`src/rtl/cmp_pkg.sv`:
```
// rtl/cmp_pkg.sv - shared types and helpers for the slice comparator cascade
package cmp_pkg;

  typedef enum logic [1:0] {
    IDLE = 2'd0,
    ACC  = 2'd1,
    HOLD = 2'd2
  } cmp_cas_state_t;

  typedef struct packed {
    logic lt;
    logic eq;
    logic gt;
  } cmp_flags_t;

  typedef struct packed {
    logic decided;
    logic lt;
    logic gt;
  } cmp_fold_t;

  function automatic logic is_onehot3(input cmp_flags_t f);
    return (f == 3'b100) || (f == 3'b010) || (f == 3'b001);
  endfunction

endpackage

```
`src/rtl/cmp_slice_cascade_if.sv`:
```
// rtl/cmp_slice_cascade_if.sv - slice-in / result-out handshake bundle for the cascade
interface cmp_slice_cascade_if #(
  parameter int MAX_SLICES = 8
);
  localparam int CW = $clog2(MAX_SLICES + 1);

  logic          s_valid;
  logic          s_ready;
  logic          s_lt;
  logic          s_eq;
  logic          s_gt;
  logic          s_last;
  logic          m_valid;
  logic          m_ready;
  logic          m_lt;
  logic          m_eq;
  logic          m_gt;
  logic [CW-1:0] m_nslices;
  logic          err_onehot;
  logic          err_overrun;

  modport master (
    output s_valid, s_lt, s_eq, s_gt, s_last, m_ready,
    input  s_ready, m_valid, m_lt, m_eq, m_gt, m_nslices, err_onehot, err_overrun
  );

  modport slave (
    input  s_valid, s_lt, s_eq, s_gt, s_last, m_ready,
    output s_ready, m_valid, m_lt, m_eq, m_gt, m_nslices, err_onehot, err_overrun
  );

endinterface

```
`src/rtl/cmp_slice_merge.sv`:
```
// rtl/cmp_slice_merge.sv - folds one MSB-first slice into the running magnitude decision
module cmp_slice_merge
  import cmp_pkg::*;
(
  input  cmp_fold_t  fold_in,
  input  cmp_flags_t slice,
  output cmp_fold_t  fold_out
);

  // A malformed slice is treated as equal, so it can never decide.
  always_comb begin
    fold_out = fold_in;
    if (!fold_in.decided && is_onehot3(slice) && !slice.eq) begin
      fold_out.decided = 1'b1;
      fold_out.lt      = slice.lt;
      fold_out.gt      = slice.gt;
    end
  end

endmodule

```
`src/rtl/cmp_slice_cascade.sv`:
```
// rtl/cmp_slice_cascade.sv - folds streamed 2-bit slice compare flags into one wide result
module cmp_slice_cascade #(
  parameter int MAX_SLICES = 8
) (
  input logic                clk,
  input logic                rst_n,
  cmp_slice_cascade_if.slave bus
);
  import cmp_pkg::*;

  localparam int            CW      = $clog2(MAX_SLICES + 1);
  localparam logic [CW-1:0] MAX_CNT = CW'(MAX_SLICES);

  cmp_cas_state_t state_q, state_d;
  logic [CW-1:0]  cnt_q, cnt_d, cnt_inc;
  cmp_fold_t      fold_q, fold_d, fold_merged;
  cmp_flags_t     slice_flags;
  cmp_flags_t     m_flags_q, m_flags_d;
  logic [CW-1:0]  m_nslices_q, m_nslices_d;
  logic           m_valid_q, m_valid_d;
  logic           err_onehot_q, err_onehot_d;
  logic           err_overrun_q, err_overrun_d;
  logic           accept;

  assign bus.s_ready = (state_q != HOLD);
  assign accept      = bus.s_valid && (state_q != HOLD);
  assign slice_flags = '{lt: bus.s_lt, eq: bus.s_eq, gt: bus.s_gt};
  assign cnt_inc     = cnt_q + CW'(1);

  cmp_slice_merge u_merge (
    .fold_in  (fold_q),
    .slice    (slice_flags),
    .fold_out (fold_merged)
  );

  always_comb begin
    state_d       = state_q;
    cnt_d         = cnt_q;
    fold_d        = fold_q;
    m_valid_d     = m_valid_q;
    m_flags_d     = m_flags_q;
    m_nslices_d   = m_nslices_q;
    err_onehot_d  = accept && !is_onehot3(slice_flags);
    err_overrun_d = 1'b0;
    case (state_q)
      IDLE, ACC: begin
        if (accept) begin
          cnt_d  = cnt_inc;
          fold_d = fold_merged;
          // Close on the LSB slice, or force-close once the counter is full.
          if (bus.s_last || (cnt_inc == MAX_CNT)) begin
            state_d       = HOLD;
            m_valid_d     = 1'b1;
            m_flags_d     = '{lt: fold_merged.lt, eq: !fold_merged.decided, gt: fold_merged.gt};
            m_nslices_d   = cnt_inc;
            err_overrun_d = !bus.s_last;
          end else begin
            state_d = ACC;
          end
        end
      end
      HOLD: begin
        if (bus.m_ready) begin
          state_d     = IDLE;
          cnt_d       = '0;
          fold_d      = '0;
          m_valid_d   = 1'b0;
          m_flags_d   = '0;
          m_nslices_d = '0;
        end
      end
      default: state_d = IDLE;
    endcase
  end

  always_ff @(posedge clk or negedge rst_n) begin
    if (!rst_n) begin
      state_q       <= IDLE;
      cnt_q         <= '0;
      fold_q        <= '0;
      m_valid_q     <= 1'b0;
      m_flags_q     <= '0;
      m_nslices_q   <= '0;
      err_onehot_q  <= 1'b0;
      err_overrun_q <= 1'b0;
    end else begin
      state_q       <= state_d;
      cnt_q         <= cnt_d;
      fold_q        <= fold_d;
      m_valid_q     <= m_valid_d;
      m_flags_q     <= m_flags_d;
      m_nslices_q   <= m_nslices_d;
      err_onehot_q  <= err_onehot_d;
      err_overrun_q <= err_overrun_d;
    end
  end

  assign bus.m_valid     = m_valid_q;
  assign bus.m_lt        = m_flags_q.lt;
  assign bus.m_eq        = m_flags_q.eq;
  assign bus.m_gt        = m_flags_q.gt;
  assign bus.m_nslices   = m_nslices_q;
  assign bus.err_onehot  = err_onehot_q;
  assign bus.err_overrun = err_overrun_q;

endmodule
```
`src/flat_wrapper.sv`:
```
// flat-port wrapper written by rule: the top's interface ports become plain ports
module cmp_slice_cascade_flat import cmp_pkg::*;
#(
  parameter int MAX_SLICES = 8
)
  (clk, rst_n, bus_s_valid, bus_s_lt, bus_s_eq, bus_s_gt, bus_s_last, bus_m_ready, bus_s_ready, bus_m_valid, bus_m_lt, bus_m_eq, bus_m_gt, bus_m_nslices, bus_err_onehot, bus_err_overrun);
  cmp_slice_cascade_if #(.MAX_SLICES(MAX_SLICES)) bus_i ();
  input logic clk;
  input logic rst_n;
  input wire logic [$bits(bus_i.s_valid)-1:0] bus_s_valid;
  input wire logic [$bits(bus_i.s_lt)-1:0] bus_s_lt;
  input wire logic [$bits(bus_i.s_eq)-1:0] bus_s_eq;
  input wire logic [$bits(bus_i.s_gt)-1:0] bus_s_gt;
  input wire logic [$bits(bus_i.s_last)-1:0] bus_s_last;
  input wire logic [$bits(bus_i.m_ready)-1:0] bus_m_ready;
  output wire logic [$bits(bus_i.s_ready)-1:0] bus_s_ready;
  output wire logic [$bits(bus_i.m_valid)-1:0] bus_m_valid;
  output wire logic [$bits(bus_i.m_lt)-1:0] bus_m_lt;
  output wire logic [$bits(bus_i.m_eq)-1:0] bus_m_eq;
  output wire logic [$bits(bus_i.m_gt)-1:0] bus_m_gt;
  output wire logic [$bits(bus_i.m_nslices)-1:0] bus_m_nslices;
  output wire logic [$bits(bus_i.err_onehot)-1:0] bus_err_onehot;
  output wire logic [$bits(bus_i.err_overrun)-1:0] bus_err_overrun;
  assign bus_i.s_valid = bus_s_valid;
  assign bus_i.s_lt = bus_s_lt;
  assign bus_i.s_eq = bus_s_eq;
  assign bus_i.s_gt = bus_s_gt;
  assign bus_i.s_last = bus_s_last;
  assign bus_i.m_ready = bus_m_ready;
  assign bus_s_ready = bus_i.s_ready;
  assign bus_m_valid = bus_i.m_valid;
  assign bus_m_lt = bus_i.m_lt;
  assign bus_m_eq = bus_i.m_eq;
  assign bus_m_gt = bus_i.m_gt;
  assign bus_m_nslices = bus_i.m_nslices;
  assign bus_err_onehot = bus_i.err_onehot;
  assign bus_err_overrun = bus_i.err_overrun;
  cmp_slice_cascade #(.MAX_SLICES(MAX_SLICES)) u_core (.clk(clk), .rst_n(rst_n), .bus(bus_i));
endmodule
```
`config.mk`:
```
export PLATFORM = sky130hd
export DESIGN_NAME = cmp_slice_cascade_flat
export DESIGN_NICKNAME = d
export VERILOG_FILES = /design/src/rtl/cmp_pkg.sv /design/src/rtl/cmp_slice_cascade_if.sv /design/src/rtl/cmp_slice_merge.sv /design/src/rtl/cmp_slice_cascade.sv /design/src/flat_wrapper.sv
export SDC_FILE = /design/constraint.sdc
export NUM_CORES = 1
export LEC_CHECK = 0
export CORE_ASPECT_RATIO = 0.9
export CORE_MARGIN = 10
export CORE_UTILIZATION = 45
export DETAILED_ROUTE_END_ITERATION = 8
export GPL_TIMING_DRIVEN = 1
export PLACE_DENSITY = 0.71
export SETUP_SLACK_MARGIN = 0.05
export SLEW_MARGIN = 10
export SYNTH_ARGS = -nofsm -noshare
export SYNTH_HDL_FRONTEND = slang
export SYNTH_SLANG_ARGS = --single-unit
```
`constraint.sdc`:
```
create_clock -name clk -period 1.79 [get_ports clk]
set_clock_uncertainty 0.1 [all_clocks]
set_input_delay 0.358 -clock clk [delete_from_list [all_inputs] [get_ports clk]]
set_output_delay 0.358 -clock clk [all_outputs]
set_load 0.05 [all_outputs]
```
# Yosys cells after proc, flatten, opt, wreduce, memory -nomap -nowiden
# Index checks and enable logic that the tools add are counted.
[op_classes]
addsub = 1
eq_ne = 10
muxes = 24
n_reduce_logical = 18
[ops]
columns = ["cell", "count"]
rows = [
  ["$mux W4", 4],
  ["$pmux W4 S2", 2],
  ["$mux W3", 5],
  ["$pmux W3 S2", 2],
  ["$mux W1", 6],
  ["$mux W2", 3],
  ["$logic_not A1 Y1", 5],
  ["$add A4 B1 Y4 const B", 1],
  ["$eq A4 B4 Y1 const B", 1],
  ["$logic_and A1 B1 Y1", 4],
  ["$ne A2 B1 Y1 const B", 2],
  ["$ne A2 B2 Y1 const B", 2],
  ["$pmux W2 S2", 1],
  ["$reduce_and A4 Y1", 1],
  ["$eq A3 B1 Y1 const B", 1],
  ["$eq A3 B2 Y1 const B", 1],
  ["$eq A3 B3 Y1 const B", 1],
  ["$logic_or A1 B1 Y1", 3],
  ["$reduce_and A3 Y1", 1],
  ["$eq A2 B1 Y1 const B", 1],
  ["$eq A2 B2 Y1 const B", 1],
  ["$logic_not A2 Y1", 1],
  ["$pmux W1 S2", 1],
  ["$reduce_and A2 Y1", 1],
  ["other kinds (2)", 2],
]
[totals]
reg_bits = 19
in_bits = 8
out_inout_bits = 11
elab_cells = 65

# Longest topological paths before layout
[logic_depth]
word_depth = 10
mapped_depth = 5
mapped_depth_nobuf = 4

# By module
# A second synthesis with hierarchy kept.
[unflattened]
hier_cells = 88
area_unflattened_um2 = 918.4
[modules_own_cells]
columns = ["module", "instances", "cells_per_inst", "area_per_inst_um2", "seq_area_each_um2"]
rows = [
  ["cmp_slice_cascade", 1, 79, 844.6, 475.5],
  ["cmp_slice_merge", 1, 9, 73.8, 0.0],
]

# Worst setup path after synthesis
# No wires, ideal clock.
[synth_timing]
kind = "register to register"
startpoint = "register u_core.state_q[1]"
endpoint = "register u_core.state_q[1]"
setup_ns = 0.125
arrival_time_ns = 1.439
t_required_ns = 1.565
path_slack_ns = 0.126
path_stages_with_launch = 5
path_buffers = 1
synth_period_minus_slack_ns = 1.664
cell_sequence = "dfrtp_1 and2b_1 buf_6 inv_1 mux2_2"
[synth_between]
elab_chain_len = 4
word_cells_on_any_way = 10
cone_classes = "5 x eq/ne; 1 x mux; 4 x reduce/logical"
[synth_rtl]
columns = ["element", "line", "source"]
rows = [
  ["start: declaration", "cmp_slice_cascade.sv:14", "cmp_cas_state_t state_q, state_d;"],
  ["start signal: assignment", "cmp_slice_cascade.sv:87", "state_q <= state_d;"],
  ["$ne A2 B2 Y1", "n/a", ""],
  ["named net bus_s_ready", "flat_wrapper.sv:16", "output wire logic [$bits(bus_i.s_ready)-1:0] bus_s_ready;"],
  ["$logic_and A1 B1 Y1", "cmp_slice_cascade.sv:26", "assign accept = bus.s_valid && (state_q != HOLD);"],
  ["$ne A2 B1 Y1 (no source line)", "n/a", ""],
  ["$reduce_and A2 Y1 (no source line)", "n/a", ""],
]
# The timed path passes the listed nets, and every way through them passes these cells.
# A chain may end at the register's enable or synchronous reset.

# Worst setup path in the final report
[layout_timing]
startpoint = "register u_core.cnt_q[3]"
endpoint = "register u_core.m_nslices_q[0] (netlist: u_core.bus.m_nslices[0])"
[layout_between]
elab_chain_len = 5
[layout_rtl]
columns = ["element", "line", "source"]
rows = [
  ["start: declaration", "cmp_slice_cascade.sv:15", "logic [CW-1:0] cnt_q, cnt_d, cnt_inc;"],
  ["start signal: assignment", "cmp_slice_cascade.sv:88", "cnt_q <= cnt_d;"],
  ["$add A4 B1 Y4", "cmp_slice_cascade.sv:28", "assign cnt_inc = cnt_q + CW'(1);"],
  ["$eq A4 B4 Y1", "cmp_slice_cascade.sv:51", "if (bus.s_last || (cnt_inc == MAX_CNT)) begin"],
  ["$logic_or A1 B1 Y1", "cmp_slice_cascade.sv:51", ""],
  ["$ne A2 B1 Y1 (no source line)", "n/a", ""],
  ["$reduce_and A4 Y1 (no source line)", "n/a", ""],
  ["end signal: assignment", "cmp_slice_cascade.sv:92", "m_nslices_q <= m_nslices_d;"],
  ["end: declaration", "cmp_slice_cascade.sv:19", "logic [CW-1:0] m_nslices_q, m_nslices_d;"],
]
# No other way between the ends.

==> flow_metrics.tcl <==
set metrics [dict create \
    status "finished clean" \
    hold_path_class "in2async" \
    hold_viol_final 0 \
    yosys_warnings 0 \
    drive_above_1_share_pct 45.3 \
    synthFlopType "dfrtp_1" \
    drc 0 \
    crit_type "reg2reg" \
    rsz0062_at_grt "true" \
    core_sq_um 1930 \
    max_stage_delay_ns 0.43 \
    grt_max_degree 20 \
    synth-async-reset-ratio_pct 100 \
    irDropWorstVdd_uv 1150 \
    power_mw 2.25 \
    synth-edff-count 0 \
    critPathLaunchType "register" \
    vias 737 \
    p_leak_nw 0.612 \
    yosysSeqAreaShare_pct 51.2 \
    syn_inst 79 \
    worst-slew-pin-transition_ns 0.271 \
    critPathSlowestCell "dfrtp_1" \
    register_area_sq_um 478 \
    cp_max_fo 4 \
    die-area_sq_um 4280 \
    grt_use_total_pct 9.41 \
    cts_tree "built" \
    period_needed_ns 1.70 \
    antenna_found_initial 0 \
    top_level_ports 19 \
    drv_cap 0 \
    p_per_area_nw_per_um2 1740 \
    worstSkewPairLatency_ns 0.30 \
    diodes 0 \
    start_util_pct 48.0 \
    finalCritPeriodShare_pct 95.2 \
    crit_required_ns 1.89 \
    reg2reg_setup_slack_ns 0.09 \
    syn_area_sq_um 928 \
    grt_pass1_vias 674 \
    die_x_um 67.9 \
    fp-row-count 15 \
    cts.root.buffer_cell "clkbuf_4" \
    grt_pass1_wl_um 3160 \
    synth_fp_nets 88 \
    setup_viol 0 \
    ant_nets 0 \
    area_growth_pct 39.4 \
    clk_pin_slew_worst_paths_ns 0.12 \
    slew_headroom_pct 81.9 \
    clock_path_buffers 2 \
    cts_buffers 3 \
    vias_per_cell 5.19 \
    drt_iter0_drc 16 \
    portBuffers 18 \
    multiInputGateArea_sq_um 448 \
    postCtsHoldBufs 0 \
    clock-sinks 19 \
    fmax_mhz 587 \
    syn_area_per_cell_sq_um 11.8 \
    wl_per_cell_um 14.9 \
    totalWireLength_um 2120 \
    h-tree-depth 1 \
    dp.cells 129 \
    drv_slew 0 \
    finalNonFillerCells 142 \
    ys_ff_latch 19 \
    fillers 152 \
    drt_pass1_iterations 4 \
    finalNetCount 127 \
    finalWeightedCongestion 0.757 \
    crit_chain "and3b_1 -> o211ai_2 -> a21oi_4 -> buf_4 -> mux2_2" \
    cp-end-kind "register" \
    dp_hpwl_um 1550 \
    grt.overflow.total 0 \
    dieHeight_um 63.1 \
    cp_data_arrival_time_ns 1.81 \
    synth_cell_types 29 \
]
metal layers:
layer  routed length [um]  global-route usage (%)  share of wire (%)  vias to the layer above
li1                     -                       -                  -                      357
met1                  859                    10.8                 41                      362
met2                 1070                    14.9                 51                       16
met3                  174                    5.48                8.2                        2
met4                   13                    1.51               0.61                        0
met5                    0                       0                  0                        -
Yosys cell counts, types with 2 or more instances:
| master | n | share of area [%] |
|---|---|---|
| a21oi_1 | 2 | 1.1 |
| a21oi_4 | 2 | 3.5 |
| and2b_1 | 2 | 1.6 |
| dfrtp_1 | 19 | 51 |
| inv_1 | 3 | 1.2 |
| mux2_2 | 11 | 13 |
| nand2_1 | 4 | 1.6 |
| nor2_1 | 7 | 2.8 |
| nor3_1 | 2 | 1.1 |
| o21ai_0 | 6 | 3.2 |
| xor2_1 | 3 | 2.8 |
state kept, by name (all words and copies together) (netlist names):
| name | cells |
|---|---|
| u_core.bus.err_onehot | 1 |
| u_core.bus.err_overrun | 1 |
| u_core.bus.m_eq | 1 |
| u_core.bus.m_gt | 1 |
| u_core.bus.m_lt | 1 |
| u_core.bus.m_nslices | 4 |
| u_core.bus.m_valid | 1 |
| u_core.cnt_q | 4 |
| u_core.fold_q | 3 |
| u_core.state_q | 2 |
logic make-up after synthesis:
kind of cell,after synthesis,synth area share (%)
compound gates,17,14.6
xor+xnor,4,3.77
fa+ha+maj,1,1.35
buf+inv,4,2.43
flops,19,51.2
mux,12,14.4
simple gates,22,12.3
metrics by stage:
stage	setup WS (ns)	cell area (sq um)	setup TNS, ns	utilization [%]	hold WS, ns
6_report	0.0857	1290	0	66.9	0.273
5_1_grt	0.00534	1290	0	66.9	0.275
4_1_cts	0.0675	1210	0	62.8	0.279
3_5_place_dp	-0.175	1170	-1.42	60.7	0.401
3_3_place_gp	-0.152	1170	-1.25	60.7	0.391
2_1_floorplan	0.126	928	0	-	-0.0376
path summary, 6_finish.rpt:
check / depth (start not counted) / end / startpoint
worst max-delay path: 5 / u_core.bus.m_nslices[0] / u_core.cnt_q[3]
worst min-delay path: 2 / u_core.cnt_q[2] / rst_n
max in group asynchronous: 2 / u_core.cnt_q[1] / rst_n
worst max register to register: 5 / u_core.bus.m_nslices[0] / u_core.cnt_q[3]
min in group clk: 1 / u_core.bus.m_valid / u_core.bus.m_valid
worst min register to register: 1 / u_core.bus.m_valid / u_core.bus.m_valid
area by class of cell:
class | instances | share of cell area [%]
Timing Repair Buffer | 35 | 22.6
Multi-Input combinational cell | 56 | 34.6
Tap cell | 25 | 2.42
Clock buffer | 3 | 1.74
Inverter | 3 | 1.06
Sequential cell | 19 | 36.9
Clock inverter | 1 | 0.580
critical path: cells and delay by family (launching register included):
family,cells,cell delay (ns)
flip-flops,1,0.43
AO/OA/AOI/OAI,2,0.35
multiplexers,1,0.33
AND/OR/NAND/NOR,1,0.23
buffers and inverters,1,0.16
report_power, final:
part           internal (mW)  switching (mW)
Clock                 0.0852           0.138
Combinational          0.599           0.693
Sequential             0.595           0.141
repair_timing:
action,4_1_cts,5_1_grt
setup endpoints to repair,1,8
pin swaps,0,2
gates resized for setup,3,7
setup buffers,1,8
layout by cell type, fill, tap and decap left out, types with 2 or more instances in the layout:
cell,synthesis,layout
buf_4,0,27
dfrtp_1,19,17
mux2_2,11,11
nor2_1,7,7
clkdlybuf4s50_1,0,7
o21ai_0,6,6
nand2_1,4,4
xor2_1,3,3
clkbuf_4,0,3
nor3_1,2,2
a21oi_1,2,2
a21oi_4,2,2
inv_1,3,2
dfrtp_2,0,2
Power figures use the tool's default switching activity.
